**src/rtl/timer_pkg.sv**
```systemverilog
// timer_pkg: shared state encoding, register offsets and tap-index table for timer_bank.
package timer_pkg;
    typedef enum logic {T_RUN, T_RELOAD} timer_state_t;
    localparam int OFF_COUNT = 1;
    localparam int OFF_MOD = 2;
    localparam int OFF_CTRL = 3;
    localparam int STRIDE = 3;
    // div bit watched for CTRL[1:0] = 00, 01, 10, 11
    localparam int TAP_IDX [4] = '{9, 3, 5, 7};
endpackage

```
**src/rtl/timer_channel.sv**
```systemverilog
// timer_channel: one count/modulo/control channel with tap edge detector and overflow reload FSM.
module timer_channel
    import timer_pkg::*;
#(
    parameter int CNT_W = 8,
    parameter int DIV_W = 16
) (
    input  logic             clk,
    input  logic             rst,
    input  logic [DIV_W-1:0] div,
    input  logic             we_count,
    input  logic             we_mod,
    input  logic             we_ctrl,
    input  logic [CNT_W-1:0] wdata,
    output logic [CNT_W-1:0] count,
    output logic [CNT_W-1:0] modulo,
    output logic [2:0]       ctrl,
    output logic             irq
);
    timer_state_t state, state_n;
    logic [CNT_W-1:0] count_n;
    logic [3:0] taps;
    logic s, s_prev, tick;

    assign taps = {div[TAP_IDX[3]], div[TAP_IDX[2]], div[TAP_IDX[1]], div[TAP_IDX[0]]};
    assign s = ctrl[2] & taps[ctrl[1:0]];
    // any falling s counts, whether from the divider, a DIV clear or a CTRL change
    assign tick = s_prev & ~s;

    always_ff @(posedge clk or posedge rst) begin
        if (rst) begin
            state  <= T_RUN;
            count  <= '0;
            modulo <= '0;
            ctrl   <= '0;
            s_prev <= 1'b0;
        end else begin
            state  <= state_n;
            count  <= count_n;
            s_prev <= s;
            if (we_mod) modulo <= wdata;
            if (we_ctrl) ctrl <= wdata[2:0];
        end
    end

    always_comb begin
        state_n = T_RUN;
        count_n = count;
        irq     = 1'b0;
        if (state == T_RELOAD) begin
            irq     = ~we_count;
            count_n = (we_count || we_mod) ? wdata : modulo;
        end else if (we_count) begin
            count_n = wdata;
        end else if (tick) begin
            count_n = count + 1'b1;
            state_n = (&count) ? T_RELOAD : T_RUN;
        end
    end
endmodule

```
**src/rtl/timer_bank.sv**
```systemverilog
// timer_bank: shared free-running divider, register decode and NUM_TIMERS timer channels.
module timer_bank
    import timer_pkg::*;
#(
    parameter int NUM_TIMERS = 1,
    parameter int CNT_W = 8,
    parameter int DIV_W = 16,
    parameter int ADDR_W = $clog2(1 + 3 * NUM_TIMERS)
) (
    input  logic                  clk,
    input  logic                  rst,
    input  logic [ADDR_W-1:0]     addr,
    input  logic                  we,
    input  logic [CNT_W-1:0]      wdata,
    output logic [CNT_W-1:0]      rdata,
    output logic [NUM_TIMERS-1:0] irq
);
    logic [DIV_W-1:0] div;
    logic [CNT_W-1:0] count [NUM_TIMERS];
    logic [CNT_W-1:0] modulo [NUM_TIMERS];
    logic [2:0] ctrl [NUM_TIMERS];

    always_ff @(posedge clk or posedge rst) begin
        if (rst) div <= '0;
        else if (we && addr == '0) div <= '0;
        else div <= div + 1'b1;
    end

    for (genvar i = 0; i < NUM_TIMERS; i++) begin : g_ch
        timer_channel #(.CNT_W(CNT_W), .DIV_W(DIV_W)) u_ch (
            .clk      (clk),
            .rst      (rst),
            .div      (div),
            .we_count (we && addr == ADDR_W'(OFF_COUNT + STRIDE * i)),
            .we_mod   (we && addr == ADDR_W'(OFF_MOD + STRIDE * i)),
            .we_ctrl  (we && addr == ADDR_W'(OFF_CTRL + STRIDE * i)),
            .wdata    (wdata),
            .count    (count[i]),
            .modulo   (modulo[i]),
            .ctrl     (ctrl[i]),
            .irq      (irq[i])
        );
    end

    always_comb begin
        rdata = (addr == '0) ? div[DIV_W-1 -: CNT_W] : '0;
        for (int i = 0; i < NUM_TIMERS; i++) begin
            if (addr == ADDR_W'(OFF_COUNT + STRIDE * i)) rdata = count[i];
            if (addr == ADDR_W'(OFF_MOD + STRIDE * i)) rdata = modulo[i];
            if (addr == ADDR_W'(OFF_CTRL + STRIDE * i)) rdata = CNT_W'(ctrl[i]);
        end
    end
endmodule
```
**config.mk**
```make
export PLATFORM = sky130hd
export DESIGN_NAME = timer_bank
export DESIGN_NICKNAME = d
export VERILOG_FILES = /design/src/rtl/timer_pkg.sv /design/src/rtl/timer_channel.sv /design/src/rtl/timer_bank.sv
export SDC_FILE = /design/constraint.sdc
export NUM_CORES = 1
export LEC_CHECK = 0
export ABC_AREA = 1
export CAP_MARGIN = 20
export CORE_UTILIZATION = 51
export CTS_CLUSTER_DIAMETER = 100
export DETAILED_ROUTE_END_ITERATION = 6
export PLACE_DENSITY_LB_ADDON = 0.15
export SYNTH_ARGS = -nofsm -noshare
export SYNTH_HDL_FRONTEND = slang
export SYNTH_SLANG_ARGS = --single-unit
```
**constraint.sdc**
```tcl
create_clock -name clk -period 1.4 [get_ports clk]
set_input_delay 0.42 -clock clk [delete_from_list [all_inputs] [get_ports clk]]
set_output_delay 0.42 -clock clk [all_outputs]
set_load 0.02 [all_outputs]
```
==> Yosys cells after proc, flatten, opt, wreduce, memory -nomap -nowiden <==
Cells that the tools add are included.
{ "word_totals": {"inputBits": 13, "register_bits": 37} }
{ "classes": {"n_eq_ne": 3, "order_cmp": 1, "muxes": 16, "add_sub_neg": 2, "reduce_logical": 8, "n_bitwise": 4} }
{ "op_table": {"columns": ["op", "n"], "rows": [
  ["$mux 8", 8],
  ["$add 16x1->16 const B", 1],
  ["$mux 16", 1],
  ["$add 8x1->8 const B", 1],
  ["$reduce_and 8->1", 1],
  ["$mux 1", 6],
  ["$eq 2x2->1 const B", 2],
  ["$logic_and 1x1->1", 4],
  ["$lt 2x3->1 const B", 1],
  ["$reduce_bool 3->1", 1],
  ["$and 1x1->1", 2],
  ["$bmux 1 s2", 1],
  ["$eq 2x1->1 const B", 1],
  ["$logic_not 2->1", 1],
  ["$not 1->1", 2],
  ["$logic_or 1x1->1", 1]
]} }

==> Logic depth before layout (Yosys ltp) <==
{ "depth": {"word_depth": 8, "depth_mapped": 10, "depth_no_buf": 10} }

==> Modules after synthesis <==
Synthesis repeated with hierarchy kept, for this count alone.
{ "hier_totals": {"cells_unflattened": 334, "area_unflattened_um2": 2334.7} }
{ "by_module_without_submodules": {"columns": ["module", "cells_each", "area_each_um2", "n_inst"], "rows": [
  ["timer_channel", 177, 1297.5, 1],
  ["timer_bank", 157, 1037.2, 1]
]} }

==> Worst setup path before layout <==
OpenSTA, ideal clock, no wires.
{ "synth_path": {"kind": "input to output", "start": "input addr[0]", "end": "output rdata[2]", "t_arrival_ns": 1.062, "path_slack_ns": -0.082, "stages": 3, "path_cell_list": "nor2_1 > inv_2 > o2111ai_1"} }
{ "synth_between": {"elab_chain_len": 5, "word_cells_on_any_way": 8, "classes_between": "eq/ne (3); mux (4); reduce/logical (1)"} }
{ "synth_rtl": {"columns": ["item", "line_no", "source"], "rows": [
  ["from (decl)", "timer_bank.sv:12", "input logic [ADDR_W-1:0] addr,"],
  ["$logic_not 2->1", "timer_bank.sv:46", "rdata = (addr == '0) ? div[DIV_W-1 -: CNT_W] : '0;"],
  ["$mux 8", "timer_bank.sv:46", null],
  ["$mux 8", "timer_bank.sv:48", "if (addr == ADDR_W'(OFF_COUNT + STRIDE * i)) rdata = count[i];"],
  ["$mux 8", "timer_bank.sv:49", "if (addr == ADDR_W'(OFF_MOD + STRIDE * i)) rdata = modulo[i];"],
  ["$mux 8 (*)", "timer_bank.sv:50", "if (addr == ADDR_W'(OFF_CTRL + STRIDE * i)) rdata = CNT_W'(ctrl[i]);"],
  ["to (decl)", "timer_bank.sv:15", "output logic [CNT_W-1:0] rdata,"]
]} }
Mark *: on every way between the ends. The rest lies on a longest branch, timed or not.

==> Final worst setup path <==
{ "layout_path": {"start": "register g_ch[0].u_ch.count[0]", "end": "output rdata[0]"} }
{ "layout_between": {"elab_chain_len": 3} }
{ "layout_rtl": {"columns": ["item", "line_no", "source"], "rows": [
  ["from (decl)", "timer_channel.sv:15", "output logic [CNT_W-1:0] count,"],
  ["from (signal assigned)", "timer_channel.sv:39", "count <= count_n;"],
  ["$mux 8", "timer_bank.sv:48", null],
  ["$mux 8", "timer_bank.sv:49", null],
  ["$mux 8", "timer_bank.sv:50", null]
]} }
Every way passes these cells.

==> metrics.md <==
| Metric | Value |
|---|---|
| Cts bufs inserted | 5 |
| Worst R2R Path Depth | 10 |
| Hold Path Class | primary input to asynchronous set/reset pin |
| Reg power frac | 31.7% |
| Antenna diodes | 0 |
| FMAX | 588 MHz |
| ANT nets after route | 0 |
| Worst EP required | 0.98 ns |
| Status | finished, violations left |
| Worst slew margin | 80.3% |
| Setup slack at placement | -1.13 ns |
| PnR worst setup slack | -0.300 ns |
| Core Box Area | 0.00412 mm² |
| Die height | 68.6 µm |
| Failing checks | negative setup slack |
| Reg clk slew, reported paths | 0.09 ns |
| Initial antenna violation count | 0 |
| DR WL/cell | 19.5 µm |
| Final layout net count | 441 |
| Endpoint type of the worst setup path | output pin |
| Syn Inst Count | 325 |
| Post-route minimum period | 1.70 ns |
| R2r startpoint | g_ch[0].u_ch.count[2] |
| Final instance area | 0.00364 mm² |
| Starting Density | 54.9% |
| Layout cells sized above 1 | 39.1% |
| Via density | 6.15 |
| Commonest non-fill, non-tap cells in the layout | nand2_1 (91), buf_4 (66), dfrtp_1 (36) |
| Syn nets | 340 |
| Input/output buffers | 21 |
| Unique masters post-synth | 27 |
| Ports | 22 |
| Synth Cell Area | 0.00226 mm² |
| Period utilization | 121% |
| Sw frac | 37.5% |
| Fin Clk Skew | 0.0161 ns |
| Root buffer cell | clkbuf_8 |
| Crit Path Max Fanout | 2 |
| Seq/Total Area, Yosys | 41.0% |
| #FFs+latches synth | 37 |
| Peak supply drop | 0.892 mV |
| Number of global-route vias before repair | 2462 |
| Crit path DAT | 1.28 ns |
| P&R area growth vs syn | 61.1% |
| Row cnt | 23 |
| Clk_lat worst skew | 0.31 ns |
| Gr usage total | 34.4% |
| Wire length of the first global-routing pass | 11500 µm |
| Routability congestion estimate | 0.883 |
| Clock Sinks | 37 |
| Internal power | 2970 µW |
| Cell Pwr Density | 1300 mW/mm² |
| Commonest non-fill, non-tap cell in the layout | nand2_1 |
| Gr ovfl total | 0 |
| Terminus of the critical flop-to-flop path | g_ch[0].u_ch.count[7] |
| Critical path class | flip-flop to output pin |
| Comb pwr share | 44.0% |
| Final WL | 9310 µm |
| DR vias | 2934 |
| Worst-Margin Slew | 0.293 ns |
| Max Root-Sink Buffers | 2 |
| Largest net degree at the start of global routing | 38 |
| Die Area | 0.00470 mm² |
| DRC | 0 |
| Slew Limit Fails | 0 |
| Yosys warnings | 0 |
| Final Hold Vio Count | 0 |
| Post-cts hold buffer count | 0 |
| Maxcap violations | 0 |
| R2R Setup Slk | -0.06 ns |
| Final setup fails | 21 |
| TritonCTS clock tree | done |
| Drt initial violations | 519 |
| RSZ-0062 raised after global routing | true |
| Detailed-placement wirelength estimate | 4590 µm |
| Sw power | 1780 µW |
| Leak | 0.00177 µW |
| Die X | 68.6 µm |
| Clock Power Share | 24.3% |
| H-tree depth | 2 |
| Worst setup SP type | flip-flop |
| Syn_area_per_cell | 6.95 µm² |
| Worst Setup SP | g_ch[0].u_ch.count[0] |
| DRT Pass-1 Iters | 6 |
| Area post-placement | 0.00302 mm² |
-- state kept, by name, summed over array words and instances, names as in the netlist --
register / cells
div: 16
g_ch.u_ch.count: 8
g_ch.u_ch.ctrl: 3
g_ch.u_ch.modulo: 8
g_ch.u_ch.s_prev: 1
g_ch.u_ch.state: 1
-- critical path, cell delays in order (launching register included) --
cell and delay [ns]:
dfrtp_1 0.40, inv_2 0.07, o22ai_1 0.08, a21oi_1 0.19, o21ai_2 0.10, buf_6 0.14
-- power groups by stage --
stage / Combinational, µW / Clock [µW] / Sequential [µW]
2_1_floorplan: 752 / 0 / 1480
3_3_place_gp: 1500 / 0 / 1450
3_5_place_dp: 1530 / 0 / 1460
4_1_cts: 1670 / 1120 / 1450
5_1_grt: 2220 / 1190 / 1530
6_report: 2080 / 1150 / 1510
-- worst max-delay path by stage --
stage / slack [ns] / end / depth (start not counted)
floorplan: -0.07 / rdata[3] / 3
global placement: -1.09 / rdata[2] / 7
detailed placement: -1.13 / rdata[1] / 6
CTS: -0.23 / rdata[0] / 5
global route: -0.35 / rdata[0] / 5
finish: -0.30 / rdata[0] / 5
-- what timing repair did --
item,CTS,global route
pin swaps,6,34
gates cloned,1,1
endpoints found under the setup margin,41,27
setup buffers,5,10
gates resized for setup,106,69
-- kinds of logic (layout without fill, tap and decap cells) --
kind of cell	after synthesis	in the layout	synth area share [%]
flip-flops	37	37	41.0
XOR/XNOR	2	2	0.775
adder cells (fa/ha/maj)	2	2	1.11
AO/OA/AOI/OAI	53	53	13.1
buffers and inverters	52	153	9.69
AND/OR/NAND/NOR	179	180	34.3
-- area by class of cell --
type / count / area (µm²)
clock buffers: 5 / 68.8
clock inverters: 3 / 65.1
fillers: 182 / 475
inverters: 45 / 184
multi-input cells: 237 / 1420
flip-flops and latches: 37 / 927
well taps: 50 / 62.6
repair buffers: 100 / 912
-- Yosys cell counts --
cell       count  area, µm²
a21oi_1       19       95.1
a21oi_2        1       8.76
buf_2          1       5.00
buf_4          2       15.0
buf_6          2       22.5
clkbuf_1       2       7.51
dfrtp_1       37        926
ha_1           2       25.0
inv_1         40        150
inv_2          5       18.8
nand2_1      103        387
nand2_2        5       31.3
nand3_1       36        180
nand3b_1       6       45.0
nand4_1        2       12.5
nor2_1        20       75.1
nor2_2         2       12.5
nor2_4         1       11.3
nor3_1         3       15.0
o2111ai_1      2       17.5
o21ai_0       23        115
o21ai_1        2       10.0
o221ai_1       5       43.8
o22ai_1        1       6.26
or2_1          1       6.26
xnor2_1        1       8.76
xor2_1         1       8.76
-- routing by layer --
metal  global-route usage, %  vias up  share of wire (%)
met5                       0        -                  0
met4                    15.6        0                5.7
met3                    6.25       77                 12
met2                    57.0      271                 46
met1                    43.5     1324                 35
li1                        -     1262                  -
-- per-stage QoR --
step	instances	power, µW	util, %	TNS, ns	hold slack [ns]
6_report	477	4740	88.4	-2.32	0.467
5_1_grt	477	4950	88.4	-3.78	0.491
4_1_cts	470	4230	81.4	-1.58	0.474
3_5_place_dp	456	2980	73.4	-26.85	0.459
3_3_place_gp	456	2950	73.4	-25.99	0.447
2_1_floorplan	325	2230	-	-0.325	0.433
Note: power is estimated with default switching activity, not from simulation.
